==> src/rtl/switch_allocator_rr_pkg.sv <==
// Shared configuration for the switch allocator: default port counts and
// downstream buffer depth (the CREDITS default).
package switch_allocator_rr_pkg;

   localparam int unsigned N_DEFAULT = 5;   // input ports
   localparam int unsigned M_DEFAULT = 5;   // output ports, output 0 is local ejection
   localparam int unsigned BUF_DEPTH = 4;   // downstream buffer depth per output

endpackage : switch_allocator_rr_pkg

==> src/rtl/switch_allocator_rr_rr_arbiter.sv <==
// Combinational round-robin arbiter: grants the first requester found when
// scanning from i_ptr upward with modulo-N wrap.
//   i_req   [N-1:0]  request per requester
//   i_ptr   [PW-1:0] highest-priority requester index (always < N)
//   o_grant [N-1:0]  one-hot grant, zero when nothing requests
module rr_arbiter #(
   parameter int unsigned N  = 5,
   parameter int unsigned PW = 3
) (
   input  logic [N-1:0]  i_req,
   input  logic [PW-1:0] i_ptr,
   output logic [N-1:0]  o_grant
);

   // Rotating scan; the first hit wins.
   always_comb begin
      int unsigned v_idx;
      logic        v_found;
      o_grant = '0;
      v_found = 1'b0;
      v_idx   = 0;
      for (int unsigned k = 0; k < N; k++) begin
         v_idx = 32'(i_ptr) + k;
         if (v_idx >= N) v_idx = v_idx - N;
         if (!v_found && i_req[v_idx[PW-1:0]]) begin
            o_grant[v_idx[PW-1:0]] = 1'b1;
            v_found                = 1'b1;
         end
      end
   end

endmodule : rr_arbiter

==> src/rtl/switch_allocator_rr.sv <==
// Per-router switch allocator. Grants each output to at most one input per
// cycle by round-robin, gated by downstream credits; multicast requests are
// granted all-or-nothing. Grant path is combinational, state is registered.
//   clk, reset_n       clock, async active-low reset
//   i_output_req       per-input requested output vector
//   i_data_val         per-input packet valid
//   i_credit_return    per-output downstream slot freed
//   o_grant            per-input/per-output final grant
//   o_input_pop        per-input dequeue strobe
//   o_output_sel       per-output crossbar select (0 when idle)
//   o_output_val       per-output packet valid
//   o_credit_err       sticky credit overflow flag
module switch_allocator_rr
   import switch_allocator_rr_pkg::*;
#(
   parameter int unsigned N       = N_DEFAULT,
   parameter int unsigned M       = M_DEFAULT,
   parameter int unsigned CREDITS = BUF_DEPTH
) (
   input  logic                             clk,
   input  logic                             reset_n,
   input  logic [0:N-1][0:M-1]              i_output_req,
   input  logic [0:N-1]                     i_data_val,
   input  logic [0:M-1]                     i_credit_return,
   output logic [0:N-1][0:M-1]              o_grant,
   output logic [0:N-1]                     o_input_pop,
   output logic [0:M-1][$clog2(N)-1:0]      o_output_sel,
   output logic [0:M-1]                     o_output_val,
   output logic                             o_credit_err
);

   localparam int unsigned PW = $clog2(N);
   localparam int unsigned CW = $clog2(CREDITS + 1);

   logic [0:M-1]         w_pick_t [N];   // tentative picks, indexed by input
   logic [N-1:0]         w_col    [M];   // final grants, indexed by output
   logic [0:N-1]         w_win;          // input won every output it asked for
   logic [0:N-1][0:M-1]  w_gnt;
   logic [0:M-1]         w_ovf;          // credit return at full count
   logic                 r_credit_err;

   // Per-output eligibility, arbitration, pointer and credit state.
   for (genvar gm = 0; gm < M; gm++) begin : g_out
      logic [N-1:0]  w_elig;
      logic [N-1:0]  w_pick;
      logic [PW-1:0] w_sel;
      logic [PW-1:0] w_ptr_nxt;
      logic [CW-1:0] w_cred_nxt;
      logic [PW-1:0] r_ptr;
      logic [CW-1:0] r_cred;

      for (genvar gi = 0; gi < N; gi++) begin : g_elig
         assign w_elig[gi]      = i_data_val[gi] & i_output_req[gi][gm] & (r_cred != '0);
         assign w_pick_t[gi][gm] = w_pick[gi];
         assign w_col[gm][gi]   = w_gnt[gi][gm];
      end

      rr_arbiter #(
         .N  (N),
         .PW (PW)
      ) u_arb (
         .i_req   (w_elig),
         .i_ptr   (r_ptr),
         .o_grant (w_pick)
      );

      // Select and next pointer from the (at most one) final grant.
      always_comb begin
         w_sel     = '0;
         w_ptr_nxt = r_ptr;
         for (int unsigned i = 0; i < N; i++) begin
            if (w_col[gm][i]) begin
               w_sel     = PW'(i);
               w_ptr_nxt = (i == N - 1) ? '0 : PW'(i + 1);
            end
         end
      end

      // Credit counter: a send and a return in the same cycle cancel.
      always_comb begin
         w_cred_nxt = r_cred;
         w_ovf[gm]  = 1'b0;
         if (o_output_val[gm] && !i_credit_return[gm]) begin
            w_cred_nxt = r_cred - CW'(1);
         end else if (!o_output_val[gm] && i_credit_return[gm]) begin
            if (r_cred == CW'(CREDITS)) w_ovf[gm] = 1'b1;
            else                        w_cred_nxt = r_cred + CW'(1);
         end
      end

      always_ff @(posedge clk or negedge reset_n) begin
         if (!reset_n) begin
            r_ptr  <= '0;
            r_cred <= CW'(CREDITS);
         end else begin
            r_ptr  <= w_ptr_nxt;
            r_cred <= w_cred_nxt;
         end
      end

      assign o_output_sel[gm] = w_sel;
      assign o_output_val[gm] = |w_col[gm];
   end

   // All-or-nothing filter: an input keeps its picks only if every requested
   // output picked it; an empty request never wins. Reset voids all grants.
   for (genvar gi = 0; gi < N; gi++) begin : g_in
      assign w_win[gi] = reset_n & i_data_val[gi] & (|i_output_req[gi])
                       & ~(|(i_output_req[gi] & ~w_pick_t[gi]));
      for (genvar gm = 0; gm < M; gm++) begin : g_gnt
         assign w_gnt[gi][gm] = w_win[gi] & i_output_req[gi][gm];
      end
      assign o_input_pop[gi] = |w_gnt[gi];
   end

   assign o_grant = w_gnt;

   // Sticky overflow flag, cleared only by reset.
   always_ff @(posedge clk or negedge reset_n) begin
      if (!reset_n) r_credit_err <= 1'b0;
      else          r_credit_err <= r_credit_err | (|w_ovf);
   end

   assign o_credit_err = r_credit_err;

endmodule : switch_allocator_rr
==> config.mk <==
export PLATFORM = sky130hd
export DESIGN_NAME = switch_allocator_rr
export DESIGN_NICKNAME = d
export VERILOG_FILES = /design/src/rtl/switch_allocator_rr_pkg.sv /design/src/rtl/switch_allocator_rr_rr_arbiter.sv /design/src/rtl/switch_allocator_rr.sv
export SDC_FILE = /design/constraint.sdc
export NUM_CORES = 1
export LEC_CHECK = 0
export CORE_MARGIN = 2
export CORE_UTILIZATION = 45
export DETAILED_ROUTE_END_ITERATION = 8
export PLACE_DENSITY = 0.74
export SLEW_MARGIN = 10
export SYNTH_ARGS = -nofsm -noshare
export SYNTH_HDL_FRONTEND = slang
export SYNTH_SLANG_ARGS = --single-unit
export TNS_END_PERCENT = 30
==> constraint.sdc <==
create_clock -name clk -period 5.05 [get_ports clk]
set_input_delay 1.2625 -clock clk [delete_from_list [all_inputs] [get_ports clk]]
set_output_delay 1.2625 -clock clk [all_outputs]
set_load 0.03 [all_outputs]
== Word level (Yosys, flattened, before mapping) ==
Index checks and enable logic that the tools add are counted.
Operators by class
  equality and inequality tests: 10
  multiply operators: 0
  reduce and logical (&&, ||, !) cells: 126
  muxes and demuxes: 245
  magnitude comparators: 75
  $add $sub $neg: 55
  div/mod/pow operators: 0
  bitwise logic cells: 126
  shift operators: 0
Operators by type and width (count)
  $mux W3: 78
  $mux W5: 25
  $reduce_or A5 Y1: 21
  $lt A3 B4 Y1 const B: 25
  $or A5 B5 Y5: 20
  $and A1 B1 Y1: 90
  $mux W1: 90
  $ge A4 B3 Y1 const B: 20
  $bmux W1 S3: 25
  $demux W1 S3: 25
  $ge A3 B1 Y1 const B: 25
  $sub A3 B3 Y3 const B: 25
  $logic_and A1 B1 Y1: 55
  $add A3 B2 Y4 const B: 10
  $logic_not A1 Y1: 30
  $and A5 B5 Y5: 5
  $not A5 Y5: 5
  $reduce_bool A5 Y1: 5
  $add A3 B1 Y4 const B: 5
  $add A3 B3 Y4 const B: 5
  $add A3 B1 Y3 const B: 5
  $eq A3 B3 Y1 const B: 5
  $ge A3 B3 Y1 const B: 5
  $reduce_bool A3 Y1: 5
  7 further kinds: 28
Storage, ports and cells
  logic and storage cells: 648
  ROM bits: 0
  memories kept: 0
  latch bits: 0
  bits in registers: 31
  RAM bits: 0

== Longest topological paths before layout ==
Gate-level depths: netlist of the first run.
  depth in word-level cells: 30
  depth in mapped cells: 25
  gate-level depth less buffers: 22

== Cells and area by module ==
Synthesis of the first run repeated with hierarchy kept, for this count alone.
Unflattened totals
  cell total of the unflattened synthesis: 1191
  area, all modules: 8665.8 sq um
Modules (own cells, without submodules)
  rr_arbiter (g_out[1].u_arb ...): sequential area each 0.0 sq um, cells an instance 169, area each 1163.6 sq um, times used 3
  switch_allocator_rr: sequential area each 782.0 sq um, cells an instance 342, area each 2730.1 sq um, times used 1
  rr_arbiter (g_out[0].u_arb): sequential area each 0.0 sq um, cells an instance 180, area each 1288.7 sq um, times used 1
  rr_arbiter (g_out[4].u_arb): sequential area each 0.0 sq um, cells an instance 162, area each 1156.1 sq um, times used 1

== Worst setup path after synthesis of the first run ==
Ideal clock, no wire load.
  kind: register to register
  start: reg g_out[0].r_ptr[0]
  end: reg g_out[1].r_cred[2]
  period minus slack after synthesis: 5.903 ns
  buffers on the path: 1
  path slack: -0.853 ns
  stages on the path, launching flop included: 23
  required time: 4.965 ns
  data arrival time: 5.817 ns
  path through: dfrtp_1 > buf_2 > clkinv_1 > ha_1 > inv_1 > fa_1 > a21oi_2 > mux2_4 > o21ai_0 > a221o_1 > or4b_1 > o211ai_1 > a211o_1 > o211ai_1 > o31ai_1 > or4_1 > ha_1 > inv_1 > fa_1 > a211oi_1 > a21oi_1 > o21ai_0 > o31ai_1
Between the ends
  word-level cells in the longest chain between the ends: 28
  elaborated cells on any way between the ends: 113
  classes of those cells: add/sub: 9; order compare: 15; eq/ne: 1; mux: 35; bitwise: 29; reduce/logical: 24
Ends and longest elaborated chain
  start, declared: RTL line switch_allocator_rr.sv:49  | logic [PW-1:0] r_ptr;
  start signal, assigned: RTL line switch_allocator_rr.sv:96  | r_ptr <= w_ptr_nxt;
  parallel branches: the longest is 16 deep, another holds $add A3 B1 Y4
  $mux W5 (*): RTL line switch_allocator_rr_rr_arbiter.sv:25  | if (!v_found && i_req[v_idx[PW-1:0]]) begin
  $not A5 Y5: RTL line switch_allocator_rr.sv:109  | & ~(|(i_output_req[gi] & ~w_pick_t[gi]));
  $and A5 B5 Y5: RTL line switch_allocator_rr.sv:109
  $reduce_or A5 Y1: RTL line switch_allocator_rr.sv:109
  $not A1 Y1: RTL line switch_allocator_rr.sv:109
  $and A1 B1 Y1: RTL line switch_allocator_rr.sv:109
  $and A1 B1 Y1: RTL line switch_allocator_rr.sv:111  | assign w_gnt[gi][gm] = w_win[gi] & i_output_req[gi][gm];
  $reduce_or A5 Y1 (*): RTL line switch_allocator_rr.sv:102  | assign o_output_val[gm] = |w_col[gm];
  via o_output_val, one bit: RTL line switch_allocator_rr.sv:28  | output logic [0:M-1] o_output_val,
  $logic_not A1 Y1: RTL line switch_allocator_rr.sv:85  | end else if (!o_output_val[gm] && i_credit_return[gm]) begin
  $logic_and A1 B1 Y1: RTL line switch_allocator_rr.sv:85
  $reduce_bool A2 Y1 (no line)
  $reduce_and A2 Y1 (no line)
  end signal, assigned: RTL line switch_allocator_rr.sv:94  | r_cred <= CW'(CREDITS);
  end signal, assigned: RTL line switch_allocator_rr.sv:97  | r_cred <= w_cred_nxt;
  end, declared: RTL line switch_allocator_rr.sv:50  | logic [CW-1:0] r_cred;
Mark *: on every way through the listed nets, which the timed path passes. The select of a mux whose other input is x is not followed.
A chain may end at the register's enable or synchronous reset.

== Worst setup path in the final report of the first run ==
  start: in i_output_req[2] (netlist name)
  end: out o_output_val[4] (netlist name)
Between the ends
  word-level cells in the longest chain between the ends: 24
  elaborated cells on any way between the ends: 66
  classes of those cells: mux: 19; bitwise: 32; reduce/logical: 15
Ends and longest elaborated chain
  start, declared: RTL line switch_allocator_rr.sv:22  | input logic [0:N-1][0:M-1] i_output_req,
  $and A1 B1 Y1 (2 in a row): RTL line switch_allocator_rr.sv:53  | assign w_elig[gi] = i_data_val[gi] & i_output_req[gi][gm] & (r_cred != '0);
  $bmux W1 S3: RTL line switch_allocator_rr_rr_arbiter.sv:25
  $mux W1 (not written as such): RTL line switch_allocator_rr_rr_arbiter.sv:25
  $mux W1: RTL line switch_allocator_rr_rr_arbiter.sv:25
  $logic_not A1 Y1: RTL line switch_allocator_rr_rr_arbiter.sv:25
  $logic_and A1 B1 Y1: RTL line switch_allocator_rr_rr_arbiter.sv:25
  $mux W1: RTL line switch_allocator_rr_rr_arbiter.sv:25
  $logic_not A1 Y1: RTL line switch_allocator_rr_rr_arbiter.sv:25
  [7 not listed]
  $mux W5: RTL line switch_allocator_rr_rr_arbiter.sv:25
  $not A5 Y5: RTL line switch_allocator_rr.sv:109
  $and A5 B5 Y5: RTL line switch_allocator_rr.sv:109
  $reduce_or A5 Y1: RTL line switch_allocator_rr.sv:109
  $not A1 Y1: RTL line switch_allocator_rr.sv:109
  $and A1 B1 Y1: RTL line switch_allocator_rr.sv:109
  $and A1 B1 Y1: RTL line switch_allocator_rr.sv:111
  $reduce_or A5 Y1 (*): RTL line switch_allocator_rr.sv:102
  end, declared: RTL line switch_allocator_rr.sv:28
Every way passes the cells marked *; elsewhere a longest branch is shown, timed or not. The select of a mux whose other input is x is not followed.

==> metrics.txt, run 1 <==
Commonest cells post-synth=nand2_1, nor2_1, inv_1, o21ai_0, a21oi_1; global route overflow=0; Tcrit/Tclk final=1.13; Port Buf Inserts=87; RSZ-0062 raised after global routing=yes; gp weighted congestion=1.03; mapped cell area=9000 um^2; CP most frequent cell=buf_4; Die Width=between 100 and 150 um; Area Growth Syn to Fin=68.3%; clk buf depth=2; Clock transition at path regs=0.06 ns; met1 Use GR=0.500; Yosys cell types=117; #FFs+latches synth=31; Max-cap violations=0; WP buf/inv=5; I/O pin cnt=88; Lkg Pwr=0.00693 uW; gr usage total=0.392; Clock Sink Count=31; CTS tree=done; async set-reset flop share out of synthesis=1.00; path type of the worst min-delay path=reg2reg; DIE HEIGHT=145 um; top cells by area, synth=dfrtp_1, ha_1, nand2_1, o21ai_0, a21oi_1; Required @ worst endpoint=3.79 ns; maximum fanout along the worst path=4; Via density=around 6.3; kind of start point of the critical path=input port; Detail Route Antenna Nets=0; initial antenna violation count=0; Synth Flop Type=dfrtp_1; Post-Route WL=43,100 um; FP Rows=around 50; met3 GRT Util=0.0771; core area=roughly 20,000 um^2; crit path DAT=4.46 ns; syn avg cell area=between 7 and 8 um^2; post-route minimum period=5.73 ns; H-Tree Depth=2; first-pass GRT wire length=67,200 um; fin area=15,100 um^2; failing checks=negative setup slack; syn nets=1,352; top cell type's share of synthesized area=0.0723; Tightest Pin Transition=0.699 ns; DP HPWL=33,900 um; initial core utilization=0.461; count leader, synth=nand2_1; layout cells sized above 1=0.469; Diodes inserted=0; TritonCTS Buffers=5; Slew Limit Headroom=0.530; Hold Fails Final Rpt=0; Final Skew=around 0.006 ns; maximum vdd drop=565 uV; vias in the first global route=around 13k; pwr/cell area=875 nW/um^2; sequential share of the synthesized area=0.0869; number of synthesized flops with an enable pin=0; Placed Area=13,600 um^2; busiest grt layer=met2; Fmax achieved=0.175 GHz; Clock Latency Late Sink=roughly 0.30 ns; Post-Syn Instances=roughly 1.3k; CP max stage delay=0.56 ns; critical path's top delay family=simple AND/OR/NAND/NOR gates; setup slack after layout=-0.676 ns; met2 usage=0.628; Sum Neg Setup Slack=-17.08 ns; status=complete, but fails checks; # setup viols final=50; Util after Layout=0.776; Crit Path Category=in2out; hold_ws=a little under 0.5 ns; Initial DRC Count=1,264; DR pass1 iterations=6; Worst path slowest cell=or4_4; cell taking the most area after synthesis=dfrtp_1; critical path capture point type=primary output; full die area=21,100 um^2; Vias=about 13k; CTS root buffer=clkbuf_16; largest net degree at the start of global routing=26; yosys warns=0; Residual DRC=0; hold_buf cts=0; max-slew violation total from the final report=0; Nets=1,909; DR WL/cell=about 21 um; crit-path cells=dlygate4sd2_1 -> o311ai_2 -> buf_4 -> nor3_1 -> a21bo_4 -> buf_4 -> a211oi_1 -> o21bai_1 -> a311oi_4 -> buf_4 -> nand4_1 -> nand2_1 -> or4_4 -> buf_6
==> what timing repair did <==
action                                  4_1_cts  5_1_grt
endpoints found under the hold margin         0        0
buffers inserted                             25        9
resized for setup                           233       86
pin swaps                                    45       21
cloned                                        2        0
endpoints found under the setup margin       66       63
==> state kept, by name, indices dropped and copies added (netlist names) <==
register      cells
g_out.r_cred     15
g_out.r_ptr      15
o_credit_err      1
==> report_power, final <==
group	internal [uW]	leakage [uW]	switching, uW
combinational	5860	0.00651	6500
clock	184	0.0000700	136
sequential	388	0.000356	178
total	6430	0.00693	6820
==> metrics by stage <==
stage | instances | worst slack [ns] | total power (uW)
final | 2076 | -0.676 | 13200
after global routing | 2076 | -0.757 | 14100
after detailed placement | 2033 | -1.39 | 11400
after floorplan | 1253 | -0.295 | 6490
after CTS | 2068 | -0.628 | 12400
after global placement | 2033 | -1.31 | 11200
==> layout by cell type (no fill, tap or decap), types with 17 or more instances in the layout <==
master,netlist,final
buf_6,4,54
inv_1,78,64
ha_1,52,43
buf_4,8,520
nor3_1,39,31
dlygate4sd2_1,0,17
nand2b_1,32,31
o21a_1,18,18
nor2b_1,34,33
o21ai_0,72,56
nand3_1,52,45
nor4_1,23,20
o211ai_1,26,26
nand2_1,106,94
a21oi_1,64,57
nor2_1,82,72
mux2i_1,29,26
inv_2,4,17
dfrtp_1,26,22
o31ai_1,21,17
==> final timing paths <==
check	start	endpoint	slack (ns)	cells past startpoint
hold reg to reg	o_credit_err	o_credit_err	0.50	2
min in group asynchronous	reset_n	g_out[2].r_ptr[2]	0.87	1
hold / removal	o_credit_err	o_credit_err	0.50	2
setup / recovery	i_output_req[2]	o_output_val[4]	-0.68	14
max in group asynchronous	reset_n	g_out[1].r_cred[2]	3.43	2
setup reg to reg	g_out[0].r_ptr[0]	g_out[0].r_cred[2]	-0.06	25
==> worst register-to-register path, cell delays in order (launching register included) <==
cell	delay, ns
dfrtp_2	0.45
clkinv_8	0.06
ha_4	0.11
inv_2	0.03
fa_2	0.37
a21oi_4	0.16
mux2_4	0.33
or3_4	0.37
a221o_1	0.40
buf_4	0.17
or3_1	0.32
o311a_1	0.15
o31ai_2	0.24
o2111a_2	0.25
buf_6	0.15
nand2_4	0.07
inv_2	0.07
or4_4	0.15
buf_4	0.12
ha_2	0.19
inv_2	0.06
fa_2	0.37
a211oi_1	0.17
a21oi_1	0.07
o21ai_1	0.14
o31ai_1	0.09
==> kinds of logic after synthesis <==
logic type	share of synthesized area
simple gates	0.294
compound gates	0.384
mux	0.0452
fa+ha+maj	0.0945
buf+inv	0.0740
flops	0.0869
xor+xnor	0.0214
==> area by class of cell <==
class | instances | area (um^2)
timing repair buffer | 613 | 4940
tap | 265 | 332
fill | 1417 | 4380
sequential | 31 | 787
clock inverter | 3 | 25.0
multi-input combinational | 1073 | 8590
clock buffer | 5 | 125
inverter | 86 | 340
==> per-layer routing <==
metal / up-vias / part of all wire
li1: 5974 / -
met2: 806 / 0.44
met4: 0 / 0.062
met1: 6110 / 0.40
met5: - / 0
met3: 208 / 0.10
Power figures use the tool's default switching activity.
==> run 2, diff against run 1 <==
--- a/config.mk
+++ b/config.mk
@@ -9,6 +9,7 @@
 export CORE_UTILIZATION = 45
 export DETAILED_ROUTE_END_ITERATION = 8
 export PLACE_DENSITY = 0.74
+export SETUP_SLACK_MARGIN = 0.1
 export SLEW_MARGIN = 10
 export SYNTH_ARGS = -nofsm -noshare
 export SYNTH_HDL_FRONTEND = slang
==> metrics.txt, run 2 (same netlist as run 1, synthesis figures left out) <==
Die Width=roughly 150 um; Hold Fails Final Rpt=0; Fmax achieved=0.172 GHz; Via density=6.27; Clock transition at path regs=0.06 ns; Port Buf Inserts=87; path type of the worst min-delay path=reg2reg; CTS root buffer=clkbuf_16; # setup viols final=56; RSZ-0062 raised after global routing=yes; status=complete, but fails checks; critical path capture point type=primary output; Internal=6990 uW; maximum vdd drop=764 uV; Clock Latency Late Sink=0.30 ns; max-slew violation total from the final report=0; area of the multi-input gates=8720 um^2; kind of start point of the critical path=input port; most frequent cells in the layout=buf_4, nand2_1, nor2_1; Vias=13.4k; Post-Route WL=45,200 um; I/O pin cnt=88; DR pass1 iterations=6; CTS tree=done; Clock Sink Count=31; Final Power=14,000 uW; gr usage total=0.400; failing checks=negative setup slack; global route overflow=0; commonest non-fill, non-tap cell in the layout=buf_4; pwr/cell area=885 nW/um^2; clock share of power=0.027; DR WL/cell=21.1 um; crit path DAT=4.55 ns; Area Growth Syn to Fin=76.5%; gp weighted congestion=1.02; Crit Path Category=in2out; maximum fanout along the worst path=5; Slew Limit Headroom=0.445; initial core utilization=0.461; area taken by flip-flops and latches=slightly below 800 um^2; Residual DRC=0; setup slack after layout=-0.762 ns; layout cells sized above 1=0.496; Max-cap violations=0; Combinational Power Share=0.932; DP HPWL=roughly 34,000 um; Fill cells=approximately 1.4k; Lkg Pwr=0.00730 uW; DIE HEIGHT=145 um; Required @ worst endpoint=3.79 ns; vias in the first global route=around 13k; H-Tree Depth=2; sw frac=0.502; clk buf depth=2; full die area=21,100 um^2; filler-free cell count of the finished design=2,144; Tightest Pin Transition=0.826 ns; Flop pwr share=0.042; largest net degree at the start of global routing=25; TritonCTS Buffers=5; Detail Route Antenna Nets=0; Initial DRC Count=about 1.3k; hold_ws=between 0.6 and 0.7 ns; Nets=about 2k; FP Rows=51; Tcrit/Tclk final=1.15; Placed Cells incl. Taps=2,071; initial antenna violation count=0; switching power=~7100 uW; first-pass GRT wire length=68,700 um; post-route minimum period=5.81 ns; core area=19,500 um^2; Final Skew=~0.010 ns
-- run 2: path summary, 6_finish.rpt --
kind                                        start                  to  slack, ns  cells after the start
worst min register to register       o_credit_err        o_credit_err       0.62                      2
worst max-delay path             i_output_req[22]     o_output_val[1]      -0.76                     15
max in group asynchronous                 reset_n  g_out[2].r_cred[2]       3.52                      2
min in group asynchronous                 reset_n   g_out[4].r_ptr[1]       1.11                      2
worst max register to register  g_out[0].r_ptr[0]        o_credit_err      -0.32                     25
worst min-delay path                 o_credit_err        o_credit_err       0.62                      2
-- run 2: metal layers --
layer / part of all wire / global-route usage / vias up
li1: - / - / 6105
met4: 0.054 / 0.190 / 0
met3: 0.085 / 0.0749 / 218
met2: 0.47 / 0.677 / 775
met5: 0 / 0 / -
met1: 0.39 / 0.491 / 6337
-- run 2: per-stage QoR --
step | area (um^2) | TNS [ns] | worst slack (ns) | utilization
CTS | 15500 | -14.41 | -0.593 | 0.792
finish | 15900 | -20.32 | -0.762 | 0.813
floorplan | 9240 | -1.74 | -0.295 | -
global placement | 14000 | -46.40 | -1.35 | 0.717
global route | 15900 | -26.65 | -0.837 | 0.813
detailed placement | 14000 | -50.11 | -1.43 | 0.717
-- run 2: power groups by stage --
| stage | clock, uW | sequential, uW | combinational [uW] |
|---|---|---|---|
| final | 375 | 583 | 13100 |
| after floorplan | 0 | 532 | 5970 |
| after global routing | 385 | 601 | 13800 |
| after global placement | 0 | 554 | 11100 |
| after CTS | 372 | 571 | 12300 |
| after detailed placement | 0 | 562 | 11300 |
-- run 2: area by class of cell --
cell class	count	area share
Antenna cell	1	0.000158
Clock buffer	7	0.00835
Clock inverter	1	0.00189
Inverter	86	0.0220
Multi-Input combinational cell	1073	0.549
Sequential cell	31	0.0495
Tap cell	265	0.0209
Timing Repair Buffer	680	0.348
-- run 2: critical path, stage by stage --
cell	delay, ns
dlygate4sd2_1	0.36
o311a_4	0.29
o21ai_0	0.09
o211a_1	0.14
a21bo_2	0.23
buf_4	0.13
nand2_2	0.09
nand4_1	0.18
a32oi_2	0.18
buf_4	0.18
o211ai_1	0.35
buf_4	0.27
o31ai_4	0.09
or4_4	0.56
buf_6	0.16
-- run 2: repair_timing --
action,in CTS,in global routing
hold buffers,0,0
cloned,2,0
setup buffers,50,13
endpoints found under the setup margin,66,65
resized for setup,284,74
pin swaps,73,29
